--- src/rtl/uart_pkg.sv ---
// Shared UART constants and the TX arbiter state encoding.
package uart_pkg;

    localparam int UART_DATA_W  = 8;
    localparam int CLK_FREQ     = 27_000_000;
    localparam int BAUD         = 115_200;
    localparam int CLKS_PER_BIT = CLK_FREQ / BAUD;

    typedef enum logic [2:0] {
        ST_IDLE      = 3'd0,
        ST_ISSUE     = 3'd1,
        ST_WAIT_BUSY = 3'd2,
        ST_WAIT_DONE = 3'd3,
        ST_LOCKED    = 3'd4
    } arb_state_t;

    // Width of a saturating counter that must be able to hold max_val.
    function automatic int cnt_w(input int max_val);
        return (max_val < 1) ? 1 : $clog2(max_val + 1);
    endfunction

endpackage

--- src/rtl/rr_priority_picker.sv ---
// Round-robin picker: first set bit of req_i strictly after ptr_i, wrapping.
// The requester at ptr_i itself is considered last, so a just-served source
// has the lowest priority.
module rr_priority_picker #(
    parameter int N  = 3,
    parameter int IW = 2
) (
    input  logic [N-1:0]  req_i,
    input  logic [IW-1:0] ptr_i,
    output logic [N-1:0]  grant_o,
    output logic [IW-1:0] idx_o,
    output logic          any_o
);

    int j;

    // Scan N positions starting one past the pointer; keep the first hit.
    always_comb begin
        grant_o = '0;
        idx_o   = '0;
        any_o   = 1'b0;
        j       = 0;
        for (int i = 1; i <= N; i++) begin
            j = int'(ptr_i) + i;
            if (j >= N) begin
                j = j - N;
            end
            if (!any_o && req_i[j]) begin
                any_o      = 1'b1;
                grant_o[j] = 1'b1;
                idx_o      = IW'(j);
            end
        end
    end

endmodule

--- src/rtl/uart_tx_arbiter.sv ---
// Shares one uart_tx between NUM_REQ byte sources. Round-robin between
// packets; a source that sends a byte with last=0 keeps the transmitter
// until its last byte or until it stalls for LOCK_TO cycles.
module uart_tx_arbiter
    import uart_pkg::*;
#(
    parameter int NUM_REQ  = 3,
    parameter int START_TO = 16,
    parameter int LOCK_TO  = 27000
) (
    input  logic                           i_clk,
    input  logic                           i_rst_n,
    input  logic [NUM_REQ-1:0]             req_valid,
    input  logic [UART_DATA_W*NUM_REQ-1:0] req_data,
    input  logic [NUM_REQ-1:0]             req_last,
    output logic [NUM_REQ-1:0]             req_ready,
    input  logic                           tx_ready,
    output logic                           tx_valid,
    output logic [UART_DATA_W-1:0]         tx_data,
    output logic [NUM_REQ-1:0]             o_grant,
    output logic                           o_busy,
    output logic                           o_lock_timeout
);

    localparam int IW = (NUM_REQ > 1) ? $clog2(NUM_REQ) : 1;
    localparam int SW = cnt_w(START_TO);
    localparam int LW = cnt_w(LOCK_TO);

    localparam logic [SW-1:0] SCNT_MAX  = SW'(START_TO);
    localparam logic [SW-1:0] SCNT_LAST = SW'(START_TO - 1);
    localparam logic [LW-1:0] LCNT_MAX  = LW'(LOCK_TO);
    localparam logic [LW-1:0] LCNT_LAST = LW'(LOCK_TO - 1);

    arb_state_t               state_q, state_d;
    logic [IW-1:0]            ptr_q, ptr_d;
    logic                     lock_q, lock_d;
    logic [SW-1:0]            scnt_q, scnt_d;
    logic [LW-1:0]            lcnt_q, lcnt_d;
    logic [NUM_REQ-1:0]       grant_q, grant_d;
    logic [NUM_REQ-1:0]       req_ready_q, req_ready_d;
    logic                     tx_valid_q, tx_valid_d;
    logic [UART_DATA_W-1:0]   tx_data_q, tx_data_d;
    logic                     busy_q, busy_d;
    logic                     lto_q, lto_d;

    logic [NUM_REQ-1:0]       pick_oh;
    logic [IW-1:0]            pick_idx;
    logic                     pick_any;
    logic [IW-1:0]            sel_idx;
    logic [UART_DATA_W-1:0]   sel_data;
    logic                     sel_last;

    rr_priority_picker #(
        .N  (NUM_REQ),
        .IW (IW)
    ) u_picker (
        .req_i   (req_valid),
        .ptr_i   (ptr_q),
        .grant_o (pick_oh),
        .idx_o   (pick_idx),
        .any_o   (pick_any)
    );

    // Byte/last mux: the locked owner (held in the pointer) or the new pick.
    always_comb begin
        sel_idx  = (state_q == ST_LOCKED) ? ptr_q : pick_idx;
        sel_data = req_data[UART_DATA_W*int'(sel_idx) +: UART_DATA_W];
        sel_last = req_last[sel_idx];
    end

    // Next-state and registered-output logic; every ISSUE entry requires tx_ready.
    always_comb begin
        state_d     = state_q;
        ptr_d       = ptr_q;
        lock_d      = lock_q;
        scnt_d      = '0;
        lcnt_d      = '0;
        grant_d     = grant_q;
        req_ready_d = '0;
        tx_valid_d  = 1'b0;
        tx_data_d   = tx_data_q;
        lto_d       = 1'b0;

        case (state_q)
            ST_IDLE: begin
                grant_d = '0;
                if (tx_ready && pick_any) begin
                    state_d     = ST_ISSUE;
                    grant_d     = pick_oh;
                    ptr_d       = pick_idx;
                    req_ready_d = pick_oh;
                    tx_valid_d  = 1'b1;
                    tx_data_d   = sel_data;
                    lock_d      = ~sel_last;
                end
            end

            ST_ISSUE: begin
                state_d = ST_WAIT_BUSY;
            end

            ST_WAIT_BUSY: begin
                // A transmitter that never reports busy must not hang us.
                if (!tx_ready || scnt_q >= SCNT_LAST) begin
                    state_d = ST_WAIT_DONE;
                end else begin
                    scnt_d = (scnt_q == SCNT_MAX) ? scnt_q : scnt_q + 1'b1;
                end
            end

            ST_WAIT_DONE: begin
                if (tx_ready) begin
                    if (lock_q) begin
                        state_d = ST_LOCKED;
                    end else begin
                        state_d = ST_IDLE;
                        grant_d = '0;
                    end
                end
            end

            ST_LOCKED: begin
                if (req_valid[ptr_q] && tx_ready) begin
                    state_d     = ST_ISSUE;
                    req_ready_d = grant_q;
                    tx_valid_d  = 1'b1;
                    tx_data_d   = sel_data;
                    lock_d      = ~sel_last;
                end else if (lcnt_q >= LCNT_LAST) begin
                    // Owner stalled mid-packet too long: revoke the lock.
                    state_d = ST_IDLE;
                    grant_d = '0;
                    lto_d   = 1'b1;
                    lock_d  = 1'b0;
                end else begin
                    lcnt_d = (lcnt_q == LCNT_MAX) ? lcnt_q : lcnt_q + 1'b1;
                end
            end

            default: begin
                state_d = ST_IDLE;
                grant_d = '0;
                lock_d  = 1'b0;
            end
        endcase

        busy_d = (state_d != ST_IDLE);
    end

    // State, counters and output registers with synchronous active-low reset.
    always_ff @(posedge i_clk) begin
        if (!i_rst_n) begin
            state_q     <= ST_IDLE;
            ptr_q       <= IW'(NUM_REQ - 1);
            lock_q      <= 1'b0;
            scnt_q      <= '0;
            lcnt_q      <= '0;
            grant_q     <= '0;
            req_ready_q <= '0;
            tx_valid_q  <= 1'b0;
            tx_data_q   <= '0;
            busy_q      <= 1'b0;
            lto_q       <= 1'b0;
        end else begin
            state_q     <= state_d;
            ptr_q       <= ptr_d;
            lock_q      <= lock_d;
            scnt_q      <= scnt_d;
            lcnt_q      <= lcnt_d;
            grant_q     <= grant_d;
            req_ready_q <= req_ready_d;
            tx_valid_q  <= tx_valid_d;
            tx_data_q   <= tx_data_d;
            busy_q      <= busy_d;
            lto_q       <= lto_d;
        end
    end

    assign req_ready      = req_ready_q;
    assign tx_valid       = tx_valid_q;
    assign tx_data        = tx_data_q;
    assign o_grant        = grant_q;
    assign o_busy         = busy_q;
    assign o_lock_timeout = lto_q;

endmodule
--- config.mk ---
export PLATFORM = sky130hd
export DESIGN_NAME = uart_tx_arbiter
export DESIGN_NICKNAME = d
export VERILOG_FILES = /design/src/rtl/uart_pkg.sv /design/src/rtl/rr_priority_picker.sv /design/src/rtl/uart_tx_arbiter.sv
export SDC_FILE = /design/constraint.sdc
export NUM_CORES = 1
export LEC_CHECK = 0
export CORE_MARGIN = 3
export CORE_UTILIZATION = 54
export CTS_BUF_LIST = sky130_fd_sc_hd__clkbuf_8
export DETAILED_ROUTE_END_ITERATION = 10
export GPL_ROUTABILITY_DRIVEN = 0
export GPL_TIMING_DRIVEN = 0
export PLACE_DENSITY_LB_ADDON = 0.12
export SYNTH_ARGS = -nofsm -noshare
export SYNTH_HDL_FRONTEND = slang
export SYNTH_SLANG_ARGS = --single-unit
--- constraint.sdc ---
create_clock -name i_clk -period 2.67 [get_ports i_clk]
set_input_delay 0.801 -clock i_clk [delete_from_list [all_inputs] [get_ports i_clk]]
set_output_delay 0.801 -clock i_clk [all_outputs]
set_load 0.01 [all_outputs]
======== After elaboration in Yosys (flattened, before gate mapping) ========
Cells that the tools add are included.
operators by class
  add/sub/neg operators ................... 8
  magnitude comparators ................... 13
  eq/ne operators ......................... 13
  shifts and indexed selects .............. 1
  muxes and demuxes ....................... 58
  bitwise operators ....................... 8
  reductions and logical operators ........ 23
operators with widths
  operator               count
  $ge 32x1->1 const B    3
  $ge 32x3->1 const B    3
  $lt 32x4->1 const B    3
  $mux 32                3
  $sub 32x3->32 const B  3
  $mux 3                 15
  $shiftx 24x6->8        1
  $mux 1                 20
  $mux 8                 2
  $pmux 8 s2             1
  $add 15x1->15 const B  1
  $eq 15x15->1 const B   1
  $ge 15x15->1 const B   1
  $pmux 3 s5             1
  $pmux 3 s4             1
  $bmux 1 s2             5
  $reduce_or 3->1        3
  $mux 2                 4
  $ne 2x2->1 const B     4
  $logic_and 1x1->1      7
  $add 2x2->3 const B    2
  $demux 1 s2            3
  $eq 3x2->1 const B     2
  $lt 2x3->1 const B     2
  23 further kinds       33
word-level totals
  bits in registers ....................... 43
  output and inout port bits .............. 17
  word-level logic and storage cells ...... 135

======== Depth between registers and ports, before layout ========
  depth after elaboration ................. 19
  depth in mapped cells ................... 10
  depth with buffers taken out ............ 8

======== Modules after synthesis ========
From an unflattened synthesis, not the netlist that was laid out.
unflattened totals
  cell total of the unflattened synthesis .. 271
  area total of the unflattened synthesis .. 2448.6 um^2
modules (own cells, without submodules)
  module              instances  cells an instance  area each (um^2)  seq. area each (um^2)
  uart_tx_arbiter     1          229                2162.1            860.8
  rr_priority_picker  1          42                 286.5             0.0

======== Worst setup path after synthesis ========
No wires, ideal clock.
  kind .................................... register to register
  start point ............................. register ptr_q[0]
  end point ............................... register lock_q
  setup time .............................. 73 ps
  data arrival time ....................... 2278 ps
  required time ........................... 2597 ps
  setup slack ............................. 319 ps
  cell stages (with the launch flop) ...... 11
  clock period less this slack ............ 2351 ps
  cells stage by stage .................... dfxtp_1 inv_1 ha_1 clkbuf_2 a211o_1 o21ai_4 o2bb2ai_4 buf_12 inv_4 a311o_1 o22ai_2
between the ends
  cells in the longest elaborated chain, start to end .. 19
  elaborated cells between the ends (all ways) .. 45
ends and longest elaborated chain
  element                                              RTL line                                            text
  start: declaration                                   uart_tx_arbiter.sv:35                               logic [IW-1:0] ptr_q, ptr_d;
  start signal: assignment                             uart_tx_arbiter.sv:154                              ptr_q <= IW'(NUM_REQ - 1);
  start signal: assignment                             uart_tx_arbiter.sv:166                              ptr_q <= ptr_d;
  $add 2x1->3                                          rr_priority_picker.sv:24                            j = int'(ptr_i) + i;
  $sub 32x3->32 / $ge 32x3->1 (equally long branches)  rr_priority_picker.sv:26, rr_priority_picker.sv:25
  $mux 32                                              rr_priority_picker.sv:25                            if (j >= N) begin
  $bmux 1 s2                                           rr_priority_picker.sv:28                            if (!any_o && req_i[j]) begin
  $mux 1 (not written as such) (2 in series)           rr_priority_picker.sv:28
  $mux 1                                               rr_priority_picker.sv:28
  $logic_not 1->1                                      rr_priority_picker.sv:28
  $logic_and 1x1->1                                    rr_priority_picker.sv:28
  [... 2 more ...]                                     n/a
  $logic_and 1x1->1                                    rr_priority_picker.sv:28
  $mux 2                                               rr_priority_picker.sv:28
  $mux 2                                               uart_tx_arbiter.sv:66                               sel_idx = (state_q == ST_LOCKED) ? ptr_q : pick_idx;
  $bmux 1 s2                                           uart_tx_arbiter.sv:68                               sel_last = req_last[sel_idx];
  $mux 1 (not written as such)                         uart_tx_arbiter.sv:68
  $not 1->1                                            uart_tx_arbiter.sv:94, uart_tx_arbiter.sv:128
  $mux 1 (on tied branches)                            uart_tx_arbiter.sv:123, uart_tx_arbiter.sv:87
  $pmux 1 s3                                           uart_tx_arbiter.sv:84                               case (state_q)
  end signal: assignment                               uart_tx_arbiter.sv:167                              lock_q <= lock_d;
  end: declaration                                     uart_tx_arbiter.sv:36                               logic lock_q, lock_d;
Several ways; a longest one is shown, not always the timed one. The select of a mux whose other input is x is not followed.
A chain may end at the register's enable or synchronous reset.

======== Worst setup path after layout ========
  start point ............................. register ptr_q[0]
  end point ............................... register grant_q[2], in the netlist o_grant[2]
between the ends
  cells in the longest elaborated chain, start to end .. 16
  elaborated cells between the ends (all ways) .. 56
ends and longest elaborated chain
  element                                                                 RTL line                text
  parallel branches: the longest is 16 deep, another holds $sub 32x3->32  n/a
  end signal: assignment                                                  uart_tx_arbiter.sv:170  grant_q <= grant_d;
  end: declaration                                                        uart_tx_arbiter.sv:39   logic [NUM_REQ-1:0] grant_q, grant_d;
Parallel ways; which one is timed is not known. The select of a mux whose other input is x is not followed.

==> impl_metrics.py <==
metrics = {
    "outcome": {
        "outcome": "completed",
    },
    "synthesis": {
        "ys_seq_area_frac": 0.338,
        "synth_top_cell_by_area": "dfxtp_1",
        "ys_types": 69,
        "synthCells": 292,
        "synthTopCellsByArea": "dfxtp_1, ha_1, a21oi_1",
        "syn_avg_cell_area_um2": 8.72,
        "syn_nets": 336,
        "synth-edff-count": 0,
        "ys_ff_latch": 43,
        "synth_top_area_frac": 0.338,
        "synthesis.area_um2": 2550,
        "synth_ff_type": "dfxtp_1",
        "async_flop_share": 0,
        "ys_warn_count": 0,
    },
    "floorplan": {
        "pin_count": 50,
        "die_area_um2": 5570,
        "die_h_um": 74.7,
        "die_w_um": 74.7,
        "core_um2": 4440,
        "start_util": 0.573,
        "rows": 24,
    },
    "timing": {
        "post-route-period-util": 0.950,
        "setup_violations": 0,
        "fin_crit_ps": 2540,
        "tightest_slew_ps": 628,
        "hold_violations": 0,
        "maxSlewViolCount": 0,
        "relSlewSlack": 0.575,
        "fin_setup_tns_ps": 0,
        "clock_skew_ps": 5.96,
        "max_clock_freq_mhz": 394,
        "fin_ws_ps": 134,
        "whs_ps": 485,
    },
    "job": {
        "max_cap_violations": 0,
    },
    "layout": {
        "n_antenna_cell": 0,
        "layoutNonFillerInstCount": 398,
        "final_cell_mix": "clkdlybuf4s50_1, dfxtp_1, nor2_1, a21oi_1, nand2_1",
        "final_layout_size_suffix_gt1_frac": 0.142,
        "multi_input_area_um2": 1560,
        "fin_nets": 390,
        "n_fill_cell": 347,
        "final_common_cell": "clkdlybuf4s50_1",
        "final_util": 0.718,
        "regArea_um2": 863,
        "final_cell_area_um2": 3190,
        "area_delta_synth_final_pct": 25.4,
    },
    "detailed_routing": {
        "viasPerCell": 5.62,
        "num_vias": 2237,
        "drtIter0Drc": 118,
        "ant_nets": 0,
        "routed_wl_um": 5380,
        "wl_per_cell_um": 13.5,
        "drc": 0,
        "dr.pass1.iters": 4,
    },
    "worst_hold_path": {
        "hp-class": "flip-flop to flip-flop",
    },
    "cts": {
        "clkLatencyLatePin_ps": 290,
        "htreeDepth": 2,
        "cts_hold_buffers": 0,
        "cts.reportedPaths.clkPinSlew_ps": 70,
        "cts_buffer_depth": 2,
        "cts_tree": "built",
        "numCtsBuffers": 5,
        "clock-sinks": 43,
        "clockRootBuffer": "clkbuf_8",
    },
    "power_and_ir_drop": {
        "leakagePower_nw": 1.14,
        "vdd.ir_drop.worst_mv": 0.428,
        "p_total_mw": 1.98,
        "powerDensity_nw_per_um2": 620,
    },
    "worst_setup_path": {
        "endpoint_kind": "flip-flop",
        "path_delay_family": "simple AND/OR/NAND/NOR gates",
        "crit_fanout": 10,
        "cp_data_arrival_time_ps": 2750,
        "cp_slowest_cell": "dfxtp_2",
        "cp_data_required_time_ps": 2880,
        "crit_path_max_incr_delay_ps": 470,
        "path_cells": "inv_1 -> ha_1 -> buf_4 -> mux2i_1 -> o21ai_2 -> nand3b_1 -> nand4b_1 -> or2_1 -> o22ai_1",
        "worst-setup-path-type": "flip-flop to flip-flop",
        "path_buf_inv": 2,
        "cp-start-kind": "flip-flop",
    },
    "global_routing": {
        "grt_pass1_wl_um": 8750,
        "grt_pass1_vias": 2025,
        "grt.overflow.total": 0,
        "grt_max_degree": 14,
        "grt_usage": 0.200,
        "antenna_found_initial": 0,
    },
    "place": {
        "post-place-ws_ps": -280,
        "dp.cells": 390,
        "place_hpwl_um": 4130,
        "place_area_um2": 3070,
        "portBuffers": 46,
    },
}
-- final timing paths --
kind                                         startpoint  cells after the start  slack, ps                       to
worst max register to register    ptr_q[0]$_SDFFE_PN0P_                      9        130  o_grant[2]$_SDFFE_PN0P_
worst max-delay path              ptr_q[0]$_SDFFE_PN0P_                      9        130  o_grant[2]$_SDFFE_PN0P_
worst min register to register  o_grant[1]$_SDFFE_PN0P_                      2        480  req_ready[1]$_SDFF_PN0_
worst min-delay path            o_grant[1]$_SDFFE_PN0P_                      2        480  req_ready[1]$_SDFF_PN0_
-- worst min-delay path: cells and delay by family (launching register included) --
family | cells | cell delay, ps
flops | 1 | 330
simple gates | 1 | 60
compound gates | 1 | 60
-- sequential cells by signal, indices dropped and copies added, names as in the netlist, 2 cells and up --
register / count
req_ready: 3
scnt_q: 5
ptr_q: 2
tx_data: 8
o_grant: 3
lcnt_q: 15
state_q: 3
-- cell families (layout without fill, tap and decap cells) --
group                      Yosys count  after routing  synth area share
muxes                               14             14            0.0555
xor gates and xnor gates            15             15            0.0516
and+or+nand+nor                    106            106             0.215
AOI/OAI and AO/OA                   77             77             0.229
adders and majority gates           11             11            0.0541
DFF                                 43             43             0.338
buffers and inverters               26             80            0.0565
-- per-layer routing --
metal,part of all wire,track usage,wire length (um)
met1,0.45,0.253,2400
met2,0.50,0.344,2690
met3,0.041,0.0401,223
met4,0.012,0.0593,63
met5,0,0,0
-- timing repair --
item                                   in CTS  in global routing
gates resized for setup                     2                  7
setup endpoints to repair                   9                 11
pin swaps                                   0                  1
buffers inserted                            0                  1
cloned                                      0                  0
endpoints found under the hold margin       0                  0
-- Yosys cell counts, drive strengths merged (3+ instances only) --
| library cell | number |
|---|---|
| dfxtp | 43 |
| nor2 | 30 |
| a21oi | 27 |
| nand2 | 23 |
| o21ai | 15 |
| mux2i | 13 |
| inv | 12 |
| or2 | 12 |
| ha | 11 |
| buf | 10 |
| nand3 | 10 |
| xor2 | 9 |
| nand4 | 6 |
| xnor2 | 6 |
| o211ai | 5 |
| a211oi | 4 |
| and3 | 4 |
| nor3 | 4 |
| o22ai | 4 |
| a31oi | 3 |
| clkbuf | 3 |
-- layout make-up --
type / count / share of cell area
Multi-Input combinational cell: 223 / 0.490
Sequential cell: 43 / 0.270
Timing Repair Buffer: 47 / 0.147
Buffer: 13 / 0.0298
Clock buffer: 5 / 0.0216
Tap cell: 52 / 0.0204
Inverter: 13 / 0.0161
Clock inverter: 2 / 0.00431
-- report_power, final --
part           switching [mW]  internal [mW]  leakage (nW)  total [mW]
logic                   0.410          0.393         0.743       0.803
registers              0.0616          0.722         0.350       0.783
clock network           0.214          0.179        0.0440       0.393
total                   0.686           1.29          1.14        1.98
No activity file was read; power rests on OpenSTA's default activity.
==> RTL change, RTL diff (same settings) <==
Encoding of `arb_state_t`: now one-hot (5 bits for 5 states).
--- a/src/rtl/uart_pkg.sv
+++ b/src/rtl/uart_pkg.sv
@@ -8,8 +8,8 @@
 
-    typedef enum logic [2:0] {
-        ST_IDLE      = 3'd0,
-        ST_ISSUE     = 3'd1,
-        ST_WAIT_BUSY = 3'd2,
-        ST_WAIT_DONE = 3'd3,
-        ST_LOCKED    = 3'd4
+    typedef enum logic [4:0] {
+        ST_IDLE      = 5'b00001,
+        ST_ISSUE     = 5'b00010,
+        ST_WAIT_BUSY = 5'b00100,
+        ST_WAIT_DONE = 5'b01000,
+        ST_LOCKED    = 5'b10000
     } arb_state_t;
Check against the original RTL: no difference found for any inputs over 10 cycles, from zero or initial values and one cycle with i_rst_n low; not proved beyond that.
==> RTL change against the unedited design <==
- first-iteration DRC count increased by 54%
- clock power increased by 5.3%
- hold slack got worse by 0.0097 ns
- count of clock-buffer cells in the layout unchanged
- synthesized cell count increased by 15%
- total power increased by 25%
- routed wire length increased by 26%
- worst setup slack got worse by 0.092 ns
- final cell count increased by 18%
- critical path type unchanged
- sequential cell count increased by 2
- final area increased by 12%
- sequential share of layout area decreased by 1.8 points
- synthesized area increased by 7.0%
==> RTL change: results (changes against the unedited design) <==
p_leak_nw: 1.31  # was 1.14 nW
root_buffer: "clkbuf_8"  # unchanged
worstHoldPathType: "reg2reg"  # unchanged
synth_common_cells: "45 x dfxtp_1, 32 x nand2_1, 31 x nor2_1, 25 x o21ai_0, 18 x a21oi_1"  # was 43 x dfxtp_1, 29 x nor2_1, 26 x a21oi_1, 23 x nand2_1, 13 x mux2i_1
dpl.hpwl_um: 4670  # was 4130 um
drt_first_iter_violations: 182  # was 118
worstPathArrival_ns: 2.82  # was 2.75 ns
min_from: "o_grant[0]$_SDFFE_PN0P_"  # was o_grant[1]$_SDFFE_PN0P_
cts_setup_buffers: 3  # was 0
grt_pass1_wl_um: 10800  # was 8750 um
sequentialPowerShare: 0.333  # was 0.396
p_sw_w: 0.000933  # was 0.000686 W
clock_skew_ns: 0.00496  # was 0.00596 ns
synth_cell_type_count: 64  # was 69
synthTopCellsByArea: "dfxtp_1 33%, ha_1 5.1%, o21ai_0 4.6%"  # was dfxtp_1 34%, ha_1 5.4%, a21oi_1 5.1%
crit_type: "reg2reg"  # unchanged
met2_length_um: 3400  # was 2690 um
io_buffers: 48  # was 46
routed_via_density: 5.56  # was 5.62
synth-edff-count: 0  # unchanged
grt_pass1_vias: 2451  # was 2,025
placed_area_sq_um: 3290  # was 3070 sq um
wl_um: 6760  # was 5380 um
worst_r2r_path_depth: 10  # was 9
cts_buffer_depth: 2  # unchanged
rrSetupSlack_ns: 0.04  # was 0.13 ns
ir_drop_mv: 0.465  # was 0.428 mV
status: "complete, no violations"  # unchanged
crit_path_max_incr_delay_ns: 0.42  # was 0.47 ns
hold_end: "req_ready[0]$_SDFF_PN0_"  # was req_ready[1]$_SDFF_PN0_
hold_depth: 2  # unchanged
use_met2: 0.371  # was 0.344
clkPwrFrac: 0.167  # was 0.199
r2r_end: "lock_q$_SDFFE_PN0P_"  # was o_grant[2]$_SDFFE_PN0P_
clk_pin_slew_ns: 0.08
ys_async_sr_fraction: 0  # unchanged
drt-met1-wl_um: 2910  # was 2400 um
fin_nets: 447  # was 390
final_layout_size_suffix_gt1_frac: 0.141  # was 0.142
cts_buffers: 5  # unchanged
r2r_start: "ptr_q[0]$_SDFFE_PN0P_"  # unchanged
cts_resized: 14  # was 2
cp_top_family: "compound AO/OA/AOI/OAI gates"  # was simple AND/OR/NAND/NOR gates
p_comb_w: 0.00124  # was 0.000803 W
slew_headroom: 0.435  # was 0.575
met1_usage: 0.283  # was 0.253
cp_slowest_cell: "o311ai_4"  # was dfxtp_2
synth_nets: 381  # was 336
clk_latency_ns: 0.30
dr_wl_met3_um: 415  # was 223 um
yosysSeqAreaShare: 0.331  # was 0.338
antennaDiodeCount: 0  # unchanged
grt_use_total: 0.218  # was 0.200
use_met3: 0.0469  # was 0.0401
grt_start_max_net_pins: 15  # was 14
RTL change: final cells by class:
type | count | area (sq um)
Sequential cell | 45 | 906
Tap cell | 67 | 83.8
Inverter | 12 | 48.8
Buffer | 15 | 96.3
Clock inverter | 2 | 16.3
Fill cell | 369 | 1200
Timing Repair Buffer | 59 | 576
Multi-Input combinational cell | 265 | 1790
Clock buffer | 5 | 68.8
RTL change: through the flow:
step / hold slack [ns] / setup slack [ns] / cells / setup TNS, ns
after floorplan: 0.458 / 0.149 / 337 / 0
after global placement: 0.464 / -0.420 / 452 / -5.28
after detailed placement: 0.469 / -0.425 / 452 / -5.43
after CTS: 0.471 / 0.00419 / 462 / 0
after global routing: 0.507 / -0.0402 / 470 / -0.158
final: 0.475 / 0.0410 / 470 / 0
RTL change: cells by family after synthesis:
family / after synthesis / synth area share
mux: 5 / 0.0193
compound gates: 101 / 0.247
flops: 45 / 0.331
buf+inv: 27 / 0.0501
simple gates: 132 / 0.251
fa+ha+maj: 11 / 0.0505
xor+xnor: 16 / 0.0514
